[src/rtl/axi_sram_slave.sv]
// axi_sram_slave: AXI4 INCR-word burst slave driving a 1-cycle-latency single-port SRAM.
// Define AXI_SRAM_SLVERR_EN to answer non-word-size or non-INCR bursts with SLVERR.
module axi_sram_slave #(
    parameter int ID_W   = 8,
    parameter int ADDR_W = 14
) (
    input  logic              clk,
    input  logic              rst,
    input  logic [ID_W-1:0]   ARID,
    input  logic [31:0]       ARADDR,
    input  logic [3:0]        ARLEN,
    input  logic [2:0]        ARSIZE,
    input  logic [1:0]        ARBURST,
    input  logic              ARVALID,
    output logic              ARREADY,
    output logic [ID_W-1:0]   RID,
    output logic [31:0]       RDATA,
    output logic [1:0]        RRESP,
    output logic              RLAST,
    output logic              RVALID,
    input  logic              RREADY,
    input  logic [ID_W-1:0]   AWID,
    input  logic [31:0]       AWADDR,
    input  logic [3:0]        AWLEN,
    input  logic [2:0]        AWSIZE,
    input  logic [1:0]        AWBURST,
    input  logic              AWVALID,
    output logic              AWREADY,
    input  logic [31:0]       WDATA,
    input  logic [3:0]        WSTRB,
    input  logic              WLAST,
    input  logic              WVALID,
    output logic              WREADY,
    output logic [ID_W-1:0]   BID,
    output logic [1:0]        BRESP,
    output logic              BVALID,
    input  logic              BREADY,
    output logic              sram_cs,
    output logic [3:0]        sram_we,
    output logic [ADDR_W-1:0] sram_addr,
    output logic [31:0]       sram_wdata,
    input  logic [31:0]       sram_rdata
);
    typedef enum logic [2:0] {IDLE, R_WAIT, R_VALID, W_DATA, W_RESP} state_t;
    state_t            state_q, state_d;
    logic [ID_W-1:0]   id_q, id_d;
    logic [ADDR_W-1:0] addr_q, addr_d, addr_inc;
    logic [3:0]        len_q, len_d, beat_q, beat_d;
    logic [31:0]       rdata_q, rdata_d;
    logic              err_q, err_d, ar_err, aw_err, unused_ok;
    assign addr_inc = addr_q + ADDR_W'(1);
`ifdef AXI_SRAM_SLVERR_EN
    assign ar_err = (ARSIZE != 3'b010) || (ARBURST != 2'b01);
    assign aw_err = (AWSIZE != 3'b010) || (AWBURST != 2'b01);
`else
    assign ar_err = 1'b0;
    assign aw_err = 1'b0;
`endif
    // AWLEN is not tracked: write bursts end on WLAST alone
    assign unused_ok = ^{ARADDR[31:ADDR_W+2], ARADDR[1:0], AWADDR[31:ADDR_W+2], AWADDR[1:0],
                         ARSIZE, ARBURST, AWSIZE, AWBURST, AWLEN};
    always_ff @(posedge clk) begin
        if (rst) begin
            state_q <= IDLE;
            id_q    <= '0;
            addr_q  <= '0;
            len_q   <= '0;
            beat_q  <= '0;
            rdata_q <= '0;
            err_q   <= 1'b0;
        end else begin
            state_q <= state_d;
            id_q    <= id_d;
            addr_q  <= addr_d;
            len_q   <= len_d;
            beat_q  <= beat_d;
            rdata_q <= rdata_d;
            err_q   <= err_d;
        end
    end
    always_comb begin
        state_d    = state_q;
        id_d       = id_q;
        addr_d     = addr_q;
        len_d      = len_q;
        beat_d     = beat_q;
        rdata_d    = rdata_q;
        err_d      = err_q;
        ARREADY    = 1'b0;
        AWREADY    = 1'b0;
        WREADY     = 1'b0;
        RID        = '0;
        RDATA      = '0;
        RRESP      = 2'b00;
        RLAST      = 1'b0;
        RVALID     = 1'b0;
        BID        = '0;
        BRESP      = 2'b00;
        BVALID     = 1'b0;
        sram_cs    = 1'b0;
        sram_we    = 4'b0000;
        sram_addr  = '0;
        sram_wdata = '0;
        // every output is forced low while reset is held, even before the state register clears
        if (!rst) begin
            case (state_q)
                IDLE: begin
                    ARREADY = 1'b1;
                    AWREADY = ~ARVALID;
                    if (ARVALID) begin
                        id_d      = ARID;
                        len_d     = ARLEN;
                        beat_d    = '0;
                        err_d     = ar_err;
                        addr_d    = ARADDR[ADDR_W+1:2];
                        sram_cs   = ~ar_err;
                        sram_addr = ARADDR[ADDR_W+1:2];
                        state_d   = R_WAIT;
                    end else if (AWVALID) begin
                        id_d    = AWID;
                        err_d   = aw_err;
                        addr_d  = AWADDR[ADDR_W+1:2];
                        state_d = W_DATA;
                    end
                end
                R_WAIT: begin
                    rdata_d = err_q ? '0 : sram_rdata;
                    state_d = R_VALID;
                end
                R_VALID: begin
                    RVALID = 1'b1;
                    RID    = id_q;
                    RDATA  = rdata_q;
                    RRESP  = err_q ? 2'b10 : 2'b00;
                    RLAST  = beat_q == len_q;
                    if (RREADY) begin
                        state_d = RLAST ? IDLE : R_WAIT;
                        if (!RLAST) begin
                            beat_d    = beat_q + 4'd1;
                            addr_d    = addr_inc;
                            sram_cs   = ~err_q;
                            sram_addr = addr_inc;
                        end
                    end
                end
                W_DATA: begin
                    WREADY = 1'b1;
                    if (WVALID) begin
                        sram_cs    = ~err_q;
                        sram_we    = err_q ? 4'b0000 : WSTRB;
                        sram_wdata = WDATA;
                        sram_addr  = addr_q;
                        addr_d     = addr_inc;
                        state_d    = WLAST ? W_RESP : W_DATA;
                    end
                end
                W_RESP: begin
                    BVALID  = 1'b1;
                    BID     = id_q;
                    BRESP   = err_q ? 2'b10 : 2'b00;
                    state_d = BREADY ? IDLE : W_RESP;
                end
                default: state_d = IDLE;
            endcase
        end
    end
endmodule

[config.mk]
export PLATFORM = sky130hd
export DESIGN_NAME = axi_sram_slave
export DESIGN_NICKNAME = d
export VERILOG_FILES = /design/src/rtl/axi_sram_slave.sv
export SDC_FILE = /design/constraint.sdc
export NUM_CORES = 1
export LEC_CHECK = 0
export ABC_CLOCK_PERIOD_IN_PS = 2400
export BUFFER_PORTS_ARGS = -buffer_cell sky130_fd_sc_hd__buf_2
export CORE_AREA = 5 5 105 107
export CTS_CLUSTER_SIZE = 30
export DETAILED_ROUTE_END_ITERATION = 10
export DIE_AREA = 0 0 110 112
export PLACE_DENSITY = 0.86
export SLEW_MARGIN = 20
export SYNTH_ARGS = -nofsm -noshare
export SYNTH_HDL_FRONTEND = slang
export SYNTH_SLANG_ARGS = --single-unit
[constraint.sdc]
create_clock -name clk -period 2.4 [get_ports clk]
set_input_delay 0.48 -clock clk [delete_from_list [all_inputs] [get_ports clk]]
set_output_delay 0.48 -clock clk [all_outputs]
set_load 0.02 [all_outputs]
## After elaboration in Yosys (flattened, before gate mapping)

Cells that the tools add are included.
Widths: inputs -> output; s select.

- Add/sub/neg operators: 2
- Eq/ne operators: 10
- Multiplexer cells: 65
- Bitwise operators: 2
- Reductions and logical operators: 9

Operator list:

| operator | number |
|---|---|
| $mux 32 | 6 |
| $mux 14 | 10 |
| $pmux 14 s3 | 2 |
| $mux 8 | 6 |
| $mux 4 | 7 |
| $mux 1 | 20 |
| $mux 3 | 6 |
| $pmux 3 s5 | 1 |
| $add 14x1->14 const B | 1 |
| $mux 2 | 5 |
| $ne 2x2->1 const B | 4 |
| $pmux 4 s2 | 1 |
| $eq 3x2->1 const B | 2 |
| $reduce_and 5->1 | 1 |
| $add 4x1->4 const B | 1 |
| $eq 4x4->1 | 1 |
| $reduce_and 2->1 | 2 |
| $reduce_and 4->1 | 1 |
| $reduce_bool 2->1 | 2 |
| $eq 3x1->1 const B | 1 |
| $eq 3x3->1 const B | 1 |
| $logic_not 3->1 | 1 |
| $ne 3x3->1 const B | 1 |
| $pmux 1 s3 | 1 |
| 3 further kinds | 4 |

- Register bits after elaboration: 66
- Input port bits: 174
- Output and inout port bits: 109
- Logic and storage cells: 95

## Depth between registers and ports, before layout

- Word-level depth: 5
- Mapped depth: 8
- Depth with buffers taken out: 6

## Worst setup path before layout

Ideal clock, no wire load.

- Path type: input port to output port
- Start point: in ARVALID
- End point: out sram_addr[10]
- Data arrival time: 1.880 ns
- Data required time: 1.920 ns
- Path slack: 0.040 ns
- Cell stages on the path: 5
- Buffers on the path: 3
- Cells stage by stage: clkbuf_1 -> buf_1 -> clkbuf_1 -> a31oi_1 -> a21oi_1

- Word-level cells in the longest chain between the ends: 3

Ends and longest elaborated chain:

| element | RTL line | source |
|---|---|---|
| from (decl) | 14 | `input logic ARVALID,` |
| $mux 14 | 110 | `if (ARVALID) begin` |
| $pmux 14 s3 | 106 | `case (state_q)` |
| $mux 14 | 105 | `if (!rst) begin` |
| to (decl) | 40 | `output logic [ADDR_W-1:0] sram_addr,` |

Every way passes these cells.

## Final worst setup path

- Start point: reg beat_q[1]
- End point: out sram_addr[6]

- Word-level cells in the longest chain between the ends: 5

Ends and longest elaborated chain:

| element | RTL line | source |
|---|---|---|
| from (decl) | 48 | `logic [3:0] len_q, len_d, beat_q, beat_d;` |
| from (signal assigned) | 76 | `beat_q <= beat_d;` |
| $eq 4x4->1 | 135 | `RLAST = beat_q == len_q;` |
| $mux 14 | 138 | `if (!RLAST) begin` |
| $mux 14 | 136 | `if (RREADY) begin` |
| $pmux 14 s3 | 106 |  |
| $mux 14 | 105 |  |

Every way passes these cells.

==> impl_results.md <==
* Status: complete, but fails checks
* Failing checks: negative setup slack
* Post-Synth Simple-Gate Area at 34.6%
* Synth top area share at 31.0%
* H-tree Lvls at 3
* Mapped Cells at 579
* Register bit total from synthesis at 65
* Drt drc at 0
* Die Y at 112 um
* Buf/Inv on CP at 2
* Slowest stage delay, CP at 0.45 ns
* CTS tree: done
* Dpl cells at 928
* PwrDens at 792 nW/um^2
* Initial Utilization at 41.7%
* Hold Crit Class: in -> reg
* Most frequent cell after synthesis: nand2_1
* Area of the multi-input gates at 2770 sq um
* Synth warnings at 0
* Max Cap Viol at 0
* Total Wirelength at 14.2 mm
* Total number of vias at 4863
* HPWL Detailed at 10.7 mm
* Core ar. at 10000 sq um
* Unrepaired setup endpoints after global routing: yes
* Post-Syn Area at 4190 sq um
* Worst Setup Path Type: reg -> out
* Synth cell types at 52
* Vias in the first global route at 4564
* Post-DR wirelength/cell at 14.9 um
* Routability congestion estimate from global placement at 0.886
* Die footprint at 12300 sq um
* Predominant post-synthesis flop cell: dfxtp_1
* Clock Sinks at 65
* Minimum clock period at 2.56 ns
* CP endpoint kind: primary output
* Tcrit/Tclk final at 106%
* Root buf cell: clkbuf_8
* Worst slew pin tran at 0.669 ns
* Clock Latency Late Sink at 0.34 ns
* Largest net degree at the start of global routing at 46
* Hold slack at 0.367 ns
* Num ports at 283
* Max-slew violations at 0
* Post-Synth Adder-Cell Area at 0.597%
* Total grt overflow at 0
* Fmax at 391 MHz
* DRT antenna net count at 0
* Setup WS pre-CTS at 0.00188 ns
* Startpoint types: register
* Post-synth ARST share at 0%
* Initial antenna violation count at 1
* DR vias/cell at 5.13
* Synth Area in XOR/XNOR at 1.46%
* Fraction of layout cells with a size suffix above 1 at 41.2%
* # port buffers at 228
* Sequential element share of the synthesized area at 31.0%
* Clock transition at path regs at 0.08 ns
* Area growth syn-to-layout at 43.7%
* Slowest CP cell: o41ai_2
* Clock Tree Buf Depth at 2
* CTS Buf Count at 9
* Area leader, netlist: dfxtp_1
* Final total power at 0.00477 W
* Largest family of logic cells by synthesized area: simple AND/OR/NAND/NOR gates
* WP data arrival at 2.08 ns
* CTS hold repair buffers at 0
* Worst IR Drop VDD at 0.403 mV
* GRT Util Overall at 21.8%
* Mux contribution to synthesized area at 5.04%
* Syn avg cell area at 7.24 sq um
* FP Rows at 37
* First drt pass iteration count at 4
* Post-synth EDFFs at 0
* Final Setup Violations at 12
* Synth cell count leaders: nand2_1, and2_1, a21oi_1, dfxtp_1, nor2_1
* Finished Layout Cells at 948
* Final WS setup at -0.155 ns
* Drt first-iter violations at 325
* Fillers at 937
* Synth area leaders: dfxtp_1, and2_1, a21oi_1, nand2_1, mux2i_1
* Reg area at 1330 sq um
* Crit path max fanout at 20
* Crit path cell chain: xor2_1, o41ai_2, buf_12, nor2_1, o21ai_0, a21oi_1, buf_2
* Final setup skew at 0.0128 ns
* Chip width at 110 um
* Worst path required time at 1.92 ns
* Rel. slew slack at 55.3%
* P_leak at 2.89 nW
* Global-route wire length before repair at 21.8 mm
* Synth Area in Compound Gates at 21.4%
* Critical path's top delay family: compound AO/OA/AOI/OAI gates
* Final Hold Fails at 0
* Final Core Density at 60.0%
* Layout Nets at 982
-- report_power, final --
group          internal [W]  switching, W  total, W
logic              0.000895       0.00126   0.00216
registers           0.00135      0.000200   0.00155
clock network      0.000615      0.000453   0.00107
-- area by class of cell --
type                       instances  share of cell area, %
antenna                            1                 0.0415
clock buffer                      10                   2.28
clock inverter                     6                   1.47
inverter                           3                  0.187
multi-input combinational        462                   46.0
sequential                        65                   22.0
tap                              136                   2.82
timing repair buffer             265                   25.2
-- metal layers --
layer	vias up	track usage, %	routed length (um)
met2	226	38.4	7220
met5	-	0	0
met4	0	8.31	294
met1	2176	25.7	5430
li1	2437	-	-
met3	24	4.06	1210
-- sequential cells by signal, indices dropped and copies added (netlist names) --
name,flops
rdata_q,32
addr_q,14
id_q,8
beat_q,4
len_q,4
state_q,3
-- worst register-to-register path: stages (launching register included) --
cell and delay, ns:
dfxtp_2 0.33, xor2_1 0.18, or4_4 0.60, buf_12 0.16
o311ai_4 0.56, buf_4 0.25, o21bai_2 0.12, a21oi_2 0.06
-- path summary, 6_finish.rpt --
check                           cells after the start          start  slack (ns)           end
worst max-delay path                                7      beat_q[1]       -0.16  sram_addr[6]
worst min-delay path                                3  sram_rdata[3]        0.37    rdata_q[3]
worst max register to register                      7      beat_q[1]        0.05     addr_q[9]
worst min register to register                      2     rdata_q[5]        0.45    rdata_q[5]
-- repair_timing --
action                     CTS  global route
setup endpoints to repair   16           101
pin swaps                    4             8
buffers inserted             2             1
resized for setup           27            26
-- per-stage QoR --
step           instance area, sq um  TNS, ns
2_1_floorplan                  4210        0
3_3_place_gp                   5600        0
3_5_place_dp                   5600        0
4_1_cts                        5920    -1.03
5_1_grt                        6030    -3.03
6_report                       6030   -0.899
-- layout by cell type (no fill, tap or decap), types with 4 or more instances in the layout --
| cell | count |
|---|---|
| buf_6 | 6 |
| nand3_1 | 11 |
| nand4_1 | 6 |
| a21oi_2 | 6 |
| buf_12 | 4 |
| and2_1 | 87 |
| nor2_1 | 44 |
| nor3_1 | 15 |
| o21ai_2 | 6 |
| dfxtp_2 | 10 |
| dfxtp_1 | 52 |
| a21oi_1 | 70 |
| buf_2 | 217 |
| nand2_1 | 89 |
| o21bai_2 | 4 |
| a31oi_1 | 9 |
| buf_4 | 38 |
| conb_1 | 4 |
| a211oi_1 | 9 |
| a32oi_1 | 5 |
| xor2_1 | 4 |
| clkbuf_8 | 10 |
| mux2i_1 | 20 |
| nor3_2 | 4 |
| o21ai_0 | 13 |
-- logic make-up after synthesis --
group | Yosys count
flops | 65
simple gates | 289
buf+inv | 55
compound gates | 139
mux | 21
other cells | 1
fa+ha+maj | 2
xor+xnor | 7
No activity file was read; power rests on OpenSTA's default activity.
